**src/rtl/raster_pkg.sv**
```systemverilog
// Shared geometry defaults, coordinate types and channel limits for the raster compositor.
package raster_pkg;

    // Default visible area and blanking geometry
    localparam int DEFAULT_WIDTH     = 16;
    localparam int DEFAULT_HEIGHT    = 12;
    localparam int DEFAULT_H_BLANK   = 2;
    localparam int DEFAULT_V_BLANK   = 1;

    // Default number of rectangle channels and coordinate widths
    localparam int DEFAULT_NUM_BOXES = 2;
    localparam int DEFAULT_X_BITS    = 7;
    localparam int DEFAULT_Y_BITS    = 7;

    // box_id is three bits wide, so at most eight channels can be told apart
    localparam int MAX_BOXES         = 8;
    localparam int BOX_ID_BITS       = 3;

    // Signed coordinates at the default widths
    typedef logic signed [DEFAULT_X_BITS:0] x_coord_t;
    typedef logic signed [DEFAULT_Y_BITS:0] y_coord_t;

    // Index of a rectangle channel
    typedef logic [BOX_ID_BITS-1:0] box_id_t;

endpackage

```
**src/rtl/raster_timing.sv**
```systemverilog
// Column/row raster counters with end-of-line, end-of-frame and blanking flags.
module raster_timing
    import raster_pkg::*;
#(
    parameter int WIDTH   = DEFAULT_WIDTH,
    parameter int HEIGHT  = DEFAULT_HEIGHT,
    parameter int H_BLANK = DEFAULT_H_BLANK,
    parameter int V_BLANK = DEFAULT_V_BLANK,
    parameter int X_BITS  = DEFAULT_X_BITS,
    parameter int Y_BITS  = DEFAULT_Y_BITS
)
(
    input  logic            clock,
    input  logic            reset,
    output logic [X_BITS:0] col,
    output logic [Y_BITS:0] row,
    output logic            last_col,
    output logic            last_row,
    output logic            in_hblank,
    output logic            in_vblank
);

    localparam logic [X_BITS:0] COL_MAX = (X_BITS+1)'(WIDTH + H_BLANK - 1);
    localparam logic [Y_BITS:0] ROW_MAX = (Y_BITS+1)'(HEIGHT + V_BLANK - 1);
    localparam logic [X_BITS:0] COL_VIS = (X_BITS+1)'(WIDTH);
    localparam logic [Y_BITS:0] ROW_VIS = (Y_BITS+1)'(HEIGHT);
    localparam logic [X_BITS:0] COL_ONE = (X_BITS+1)'(1);
    localparam logic [Y_BITS:0] ROW_ONE = (Y_BITS+1)'(1);

    assign last_col  = (col == COL_MAX);
    assign last_row  = (row == ROW_MAX);
    assign in_hblank = (col >= COL_VIS);
    assign in_vblank = (row >= ROW_VIS);

    // Advance the column every cycle and step the row each time a line wraps
    always_ff @(posedge clock or posedge reset) begin
        if (reset) begin
            col <= '0;
            row <= '0;
        end else if (last_col) begin
            col <= '0;
            if (last_row) begin
                row <= '0;
            end else begin
                row <= row + ROW_ONE;
            end
        end else begin
            col <= col + COL_ONE;
        end
    end

endmodule

```
**src/rtl/raster_compositor.sv**
```systemverilog
// Overlays up to eight signed rectangles on a raster scan and reports the winning box per pixel.
module raster_compositor
    import raster_pkg::*;
#(
    parameter int WIDTH     = DEFAULT_WIDTH,
    parameter int HEIGHT    = DEFAULT_HEIGHT,
    parameter int H_BLANK   = DEFAULT_H_BLANK,
    parameter int V_BLANK   = DEFAULT_V_BLANK,
    parameter int NUM_BOXES = DEFAULT_NUM_BOXES,
    parameter int X_BITS    = DEFAULT_X_BITS,
    parameter int Y_BITS    = DEFAULT_Y_BITS
)
(
    input  logic                            clock,
    input  logic                            reset,
    input  logic [NUM_BOXES*(Y_BITS+1)-1:0] box_top,
    input  logic [NUM_BOXES*(Y_BITS+1)-1:0] box_bottom,
    input  logic [NUM_BOXES*(X_BITS+1)-1:0] box_left,
    input  logic [NUM_BOXES*(X_BITS+1)-1:0] box_right,
    input  logic [NUM_BOXES-1:0]            box_enable,
    output logic [X_BITS:0]                 pix_x,
    output logic [Y_BITS:0]                 pix_y,
    output logic                            active,
    output logic                            pixel_on,
    output logic [2:0]                      box_id,
    output logic                            hblank,
    output logic                            vblank,
    output logic                            frame_tick
);

    localparam int XW = X_BITS + 1;
    localparam int YW = Y_BITS + 1;

    logic [XW-1:0] col;
    logic [YW-1:0] row;
    logic          last_col;
    logic          last_row;
    logic          in_hblank;
    logic          in_vblank;
    logic          frame_end;
    logic          active_now;

    logic [NUM_BOXES*YW-1:0] top_q;
    logic [NUM_BOXES*YW-1:0] bottom_q;
    logic [NUM_BOXES*XW-1:0] left_q;
    logic [NUM_BOXES*XW-1:0] right_q;
    logic [NUM_BOXES-1:0]    enable_q;

    logic [NUM_BOXES-1:0]    hit;
    logic                    any_hit;
    box_id_t                 win_id;

    raster_timing #(
        .WIDTH   (WIDTH),
        .HEIGHT  (HEIGHT),
        .H_BLANK (H_BLANK),
        .V_BLANK (V_BLANK),
        .X_BITS  (X_BITS),
        .Y_BITS  (Y_BITS)
    ) u_timing (
        .clock     (clock),
        .reset     (reset),
        .col       (col),
        .row       (row),
        .last_col  (last_col),
        .last_row  (last_row),
        .in_hblank (in_hblank),
        .in_vblank (in_vblank)
    );

    assign frame_end  = last_col & last_row;
    assign active_now = ~in_hblank & ~in_vblank;

    // Capture box geometry only at the frame boundary so every frame is drawn from one consistent set
    always_ff @(posedge clock or posedge reset) begin
        if (reset) begin
            top_q    <= '0;
            bottom_q <= '0;
            left_q   <= '0;
            right_q  <= '0;
            enable_q <= '0;
        end else if (frame_end) begin
            top_q    <= box_top;
            bottom_q <= box_bottom;
            left_q   <= box_left;
            right_q  <= box_right;
            enable_q <= box_enable;
        end
    end

    // Per-box hit test: the unsigned counters are widened by one bit so they compare as
    // non-negative signed values, and bound-1 is formed at the wider width so it cannot wrap
    for (genvar k = 0; k < NUM_BOXES; k++) begin : g_box
        logic signed [YW:0] row_s;
        logic signed [YW:0] top_s;
        logic signed [YW:0] bottom_lim;
        logic signed [XW:0] col_s;
        logic signed [XW:0] left_s;
        logic signed [XW:0] right_lim;

        assign row_s      = {1'b0, row};
        assign top_s      = {top_q[k*YW+YW-1], top_q[k*YW +: YW]};
        assign bottom_lim = {bottom_q[k*YW+YW-1], bottom_q[k*YW +: YW]} - (YW+1)'(1);
        assign col_s      = {1'b0, col};
        assign left_s     = {left_q[k*XW+XW-1], left_q[k*XW +: XW]};
        assign right_lim  = {right_q[k*XW+XW-1], right_q[k*XW +: XW]} - (XW+1)'(1);

        assign hit[k] = enable_q[k]
                      & (row_s >= top_s) & (row_s <= bottom_lim)
                      & (col_s >= left_s) & (col_s <= right_lim);
    end

    // Priority select: scanning from the top index down leaves the lowest hitting box as winner
    always_comb begin
        win_id  = '0;
        any_hit = 1'b0;
        for (int k = NUM_BOXES - 1; k >= 0; k--) begin
            if (hit[k]) begin
                win_id  = box_id_t'(k);
                any_hit = 1'b1;
            end
        end
    end

    // Register every output together so the coordinate and its attributes stay aligned
    always_ff @(posedge clock or posedge reset) begin
        if (reset) begin
            pix_x      <= '0;
            pix_y      <= '0;
            active     <= 1'b0;
            pixel_on   <= 1'b0;
            box_id     <= '0;
            hblank     <= 1'b0;
            vblank     <= 1'b0;
            frame_tick <= 1'b0;
        end else begin
            pix_x      <= col;
            pix_y      <= row;
            active     <= active_now;
            pixel_on   <= active_now & any_hit;
            box_id     <= (active_now & any_hit) ? win_id : '0;
            hblank     <= in_hblank;
            vblank     <= in_vblank;
            frame_tick <= frame_end;
        end
    end

endmodule

```
**config.mk**
```make
export PLATFORM = sky130hd
export DESIGN_NAME = raster_compositor
export DESIGN_NICKNAME = d
export VERILOG_FILES = /design/src/rtl/raster_pkg.sv /design/src/rtl/raster_timing.sv /design/src/rtl/raster_compositor.sv
export SDC_FILE = /design/constraint.sdc
export NUM_CORES = 1
export LEC_CHECK = 0
export CORE_MARGIN = 8
export CORE_UTILIZATION = 42
export DETAILED_ROUTE_END_ITERATION = 7
export PLACE_DENSITY = 0.76
export SLEW_MARGIN = 10
export SYNTH_ARGS = -nofsm -noshare
export SYNTH_HDL_FRONTEND = slang
export SYNTH_SLANG_ARGS = --single-unit
```
**constraint.sdc**
```tcl
create_clock -name clock -period 4.65 [get_ports clock]
set_input_delay 0.93 -clock clock [delete_from_list [all_inputs] [get_ports clock]]
set_output_delay 0.93 -clock clock [all_outputs]
set_load 0.01 [all_outputs]
```
==> flow_metrics.py <==
metrics = {
    "status": {
        "outcome": "finished clean",
    },
    "cts": {
        "clock_sinks": 104,
        "clock_latency_ps": 360,
        "clockBufferDepth": 2,
        "cts_root_buffer": "clkbuf_16",
        "htreeDepth": 3,
        "clk_transition_reported_paths_ps": 80,
        "hold_buffers": 0,
        "cts_tree": "yes",
        "cts_resized": 0,
        "numCtsBuffers": 9,
        "postCtsSetupRepairBufs": 0,
    },
    "route": {
        "final_antenna_net_count": 0,
        "via_count": 4674,
        "drt-pass1-iter-count": 4,
        "drc": 0,
        "first_iter_violations": 305,
        "wl_um": 14500,
        "wl_per_cell_um": 15.9,
        "viasPerCell": 5.11,
    },
    "sta": {
        "tns_ps": 0,
        "fmax_mhz": 322,
        "min_period_ps": 3100,
        "finalClockSkew_ps": 8.51,
        "setup_viol": 0,
        "slew_violations": 0,
        "worst_hold_slack_ps": 471,
        "period_share": 0.667,
        "tightest_slew_ps": 1000,
        "hold_violations": 0,
        "relSlewSlack": 0.333,
        "grt_setup_unrepaired": "false",
    },
    "pwr": {
        "powerDensity_mw_per_mm2": 243,
        "finalPower_mw": 1.79,
        "peakVddDrop_mv": 0.196,
        "power.leakage_nw": 3.44,
    },
    "yosys": {
        "yosysSeqAreaShare": 0.434,
        "ys_warn_count": 0,
        "synth_area_per_cell_um2": 9.33,
        "netlist_area_mm2": 0.00600,
        "syn_inst": 643,
        "synth_ff_type": "dfrtp_1",
        "synth_edf_count": 0,
        "synth.distinct_cells": 57,
        "synthArstFlopShare": 1.00,
        "synth-seq-cells": 104,
    },
    "setup_path": {
        "critPathBufInv": 2,
        "cp-start-kind": "register",
        "arrival_ps": 3360,
        "crit_chain": "nor3_2, and4_1, nand2_2, inv_2, buf_12, nand2_1, o21ai_0",
        "endpoint_kind": "register",
        "cp_slowest_cell": "inv_2",
        "r2r-end": "top_q[7]",
        "regToRegSetupSlack_ps": 1550,
        "max_stage_delay_ps": 770,
        "worstPathRequired_ps": 4910,
        "worst-path-max-fanout": 54,
        "path_delay_family": "simple AND/OR/NAND/NOR gates",
        "reg2regPathDepth": 7,
        "reg2reg_from": "u_timing.col[5]",
        "criticalPathCategory": "register to register",
    },
    "layout": {
        "area_growth_syn_to_layout_pct": 22.7,
        "drive_gt1_frac": 0.0408,
        "diodes": 0,
        "nets": 875,
    },
    "grt": {
        "track_usage": 0.164,
        "grt_max_degree": 81,
        "grt_pass1_wl_um": 24300,
        "antenna_found_initial": 0,
        "grt_pass1_vias": 4854,
        "grt-ovfl-total": 0,
    },
    "min_path": {
        "hp-class": "register to register",
        "min_path_cells": 2,
        "hold_end": "enable_q[1]",
        "worstHoldStart": "enable_q[1]",
    },
    "placed_design": {
        "place_congestion": 0.809,
        "hpwlAfterDp_um": 10500,
        "io_buffers": 89,
    },
    "job": {
        "cap_viol_max_count": 0,
    },
    "floorplan": {
        "die_area_mm2": 0.0184,
        "core.rowCount": 43,
        "design.portCount": 92,
        "die_w_um": 136,
        "coreArea_mm2": 0.0139,
        "die_h_um": 136,
        "start_util": 0.430,
    },
}
[worst max-delay path by stage]
stage / start / to / slack [ps] / cells past startpoint
finish: u_timing.col[5] / top_q[7] / 1550 / 7
global route: u_timing.col[5] / top_q[7] / 1200 / 7
CTS: u_timing.col[5] / top_q[7] / 1540 / 7
detailed placement: u_timing.col[5] / top_q[7] / 1550 / 7
global placement: u_timing.col[5] / bottom_q[0] / 1710 / 6
floorplan: reset / active / 990 / 1
[metal layers]
metal / vias to the layer above / share of wire / track usage
met1: 2171 / 0.48 / 0.220
met5: - / 0 / 0
met4: 0 / 0.012 / 0.0598
met2: 114 / 0.46 / 0.261
li1: 2376 / - / -
met3: 13 / 0.053 / 0.0286
[kinds of logic after synthesis]
group,Yosys count,synth area share
other,1,0.000625
adder cells (fa/ha/maj),77,0.161
flip-flops,104,0.434
XOR/XNOR,33,0.0482
AO/OA/AOI/OAI,106,0.106
buffers and inverters,65,0.0486
AND/OR/NAND/NOR,257,0.202
[worst register-to-register path: stages (launching register included)]
cell and delay [ps]:
dfrtp_1 530, nor3_2 330, and4_1 410, nand2_2 420, inv_2 770, buf_12 340
nand2_1 110, o21ai_0 90
[cell type report]
type,instances,area [µm²]
clock inverters,6,75.1
well taps,180,225
inverters,48,183
multi-input cells,475,3110
fillers,1255,6580
repair buffers,92,926
flip-flops and latches,104,2600
clock buffers,10,239
[cell usage after synthesis (all sizes together) (2+ instances only)]
| cell type | n | area [µm²] |
|---|---|---|
| a21oi | 19 | 95.1 |
| dfrtp | 104 | 2600 |
| xor2 | 11 | 96.3 |
| a31oi | 5 | 31.3 |
| o21ai | 53 | 265 |
| or3 | 2 | 12.5 |
| buf | 12 | 91.3 |
| xnor2 | 22 | 193 |
| nor2b | 7 | 43.8 |
| nor3 | 13 | 70.1 |
| ha | 77 | 963 |
| and3 | 6 | 37.5 |
| nor4 | 7 | 65.1 |
| nand4 | 10 | 62.6 |
| a211oi | 4 | 30.0 |
| o2111ai | 4 | 35.0 |
| and4 | 3 | 30.0 |
| inv | 48 | 180 |
| a311oi | 2 | 17.5 |
| nand3b | 4 | 30.0 |
| nor2 | 17 | 63.8 |
| nand2b | 2 | 12.5 |
| nor4b | 2 | 17.5 |
| a21o | 5 | 37.5 |
| nand3 | 21 | 110 |
| clkbuf | 5 | 20.0 |
| nand2 | 153 | 577 |
| o22ai | 3 | 18.8 |
| nor3b | 6 | 45.0 |
[through the flow]
stage                     area, µm²  std cells  setup slack, ps  utilization
after floorplan                6000        644              988            -
after global placement         7040        899             1710        0.506
after detailed placement       7040        899             1550        0.506
after CTS                      7360        915             1540        0.528
after global routing           7360        915             1200        0.528
final                          7360        915             1550        0.528
[where the power goes]
group	internal, mW	total (mW)	leakage [nW]	switching, mW
clock	0.441	0.808	0.152	0.366
sequential	0.904	0.904	1.07	0
combinational	0.0507	0.0784	2.22	0.0277
[placed cells by master (no fill, tap or decap), types with 5 or more instances in the layout]
| cell | instances |
|---|---|
| o21ai_0 | 45 |
| clkbuf_16 | 9 |
| ha_1 | 77 |
| nand4_1 | 10 |
| and3_1 | 6 |
| o21ai_1 | 8 |
| clkdlybuf4s50_1 | 89 |
| nor2b_1 | 7 |
| xor2_1 | 11 |
| nor2_1 | 17 |
| a21oi_1 | 19 |
| nand3_1 | 20 |
| dfrtp_1 | 104 |
| nor3b_1 | 6 |
| a31oi_1 | 5 |
| nor3_1 | 12 |
| a21o_1 | 5 |
| inv_1 | 46 |
| xnor2_1 | 22 |
| nor4_1 | 5 |
| nand2_1 | 152 |
[flip-flops by register name, indices dropped and copies added, names as in the netlist]
register,flops
vblank,1
enable_q,2
frame_tick,1
left_q,16
pixel_on,1
u_timing.row,8
pix_y,8
pix_x,8
right_q,16
top_q,16
active,1
bottom_q,16
hblank,1
box_id,1
u_timing.col,8
(Power assumes the default switching activity.)
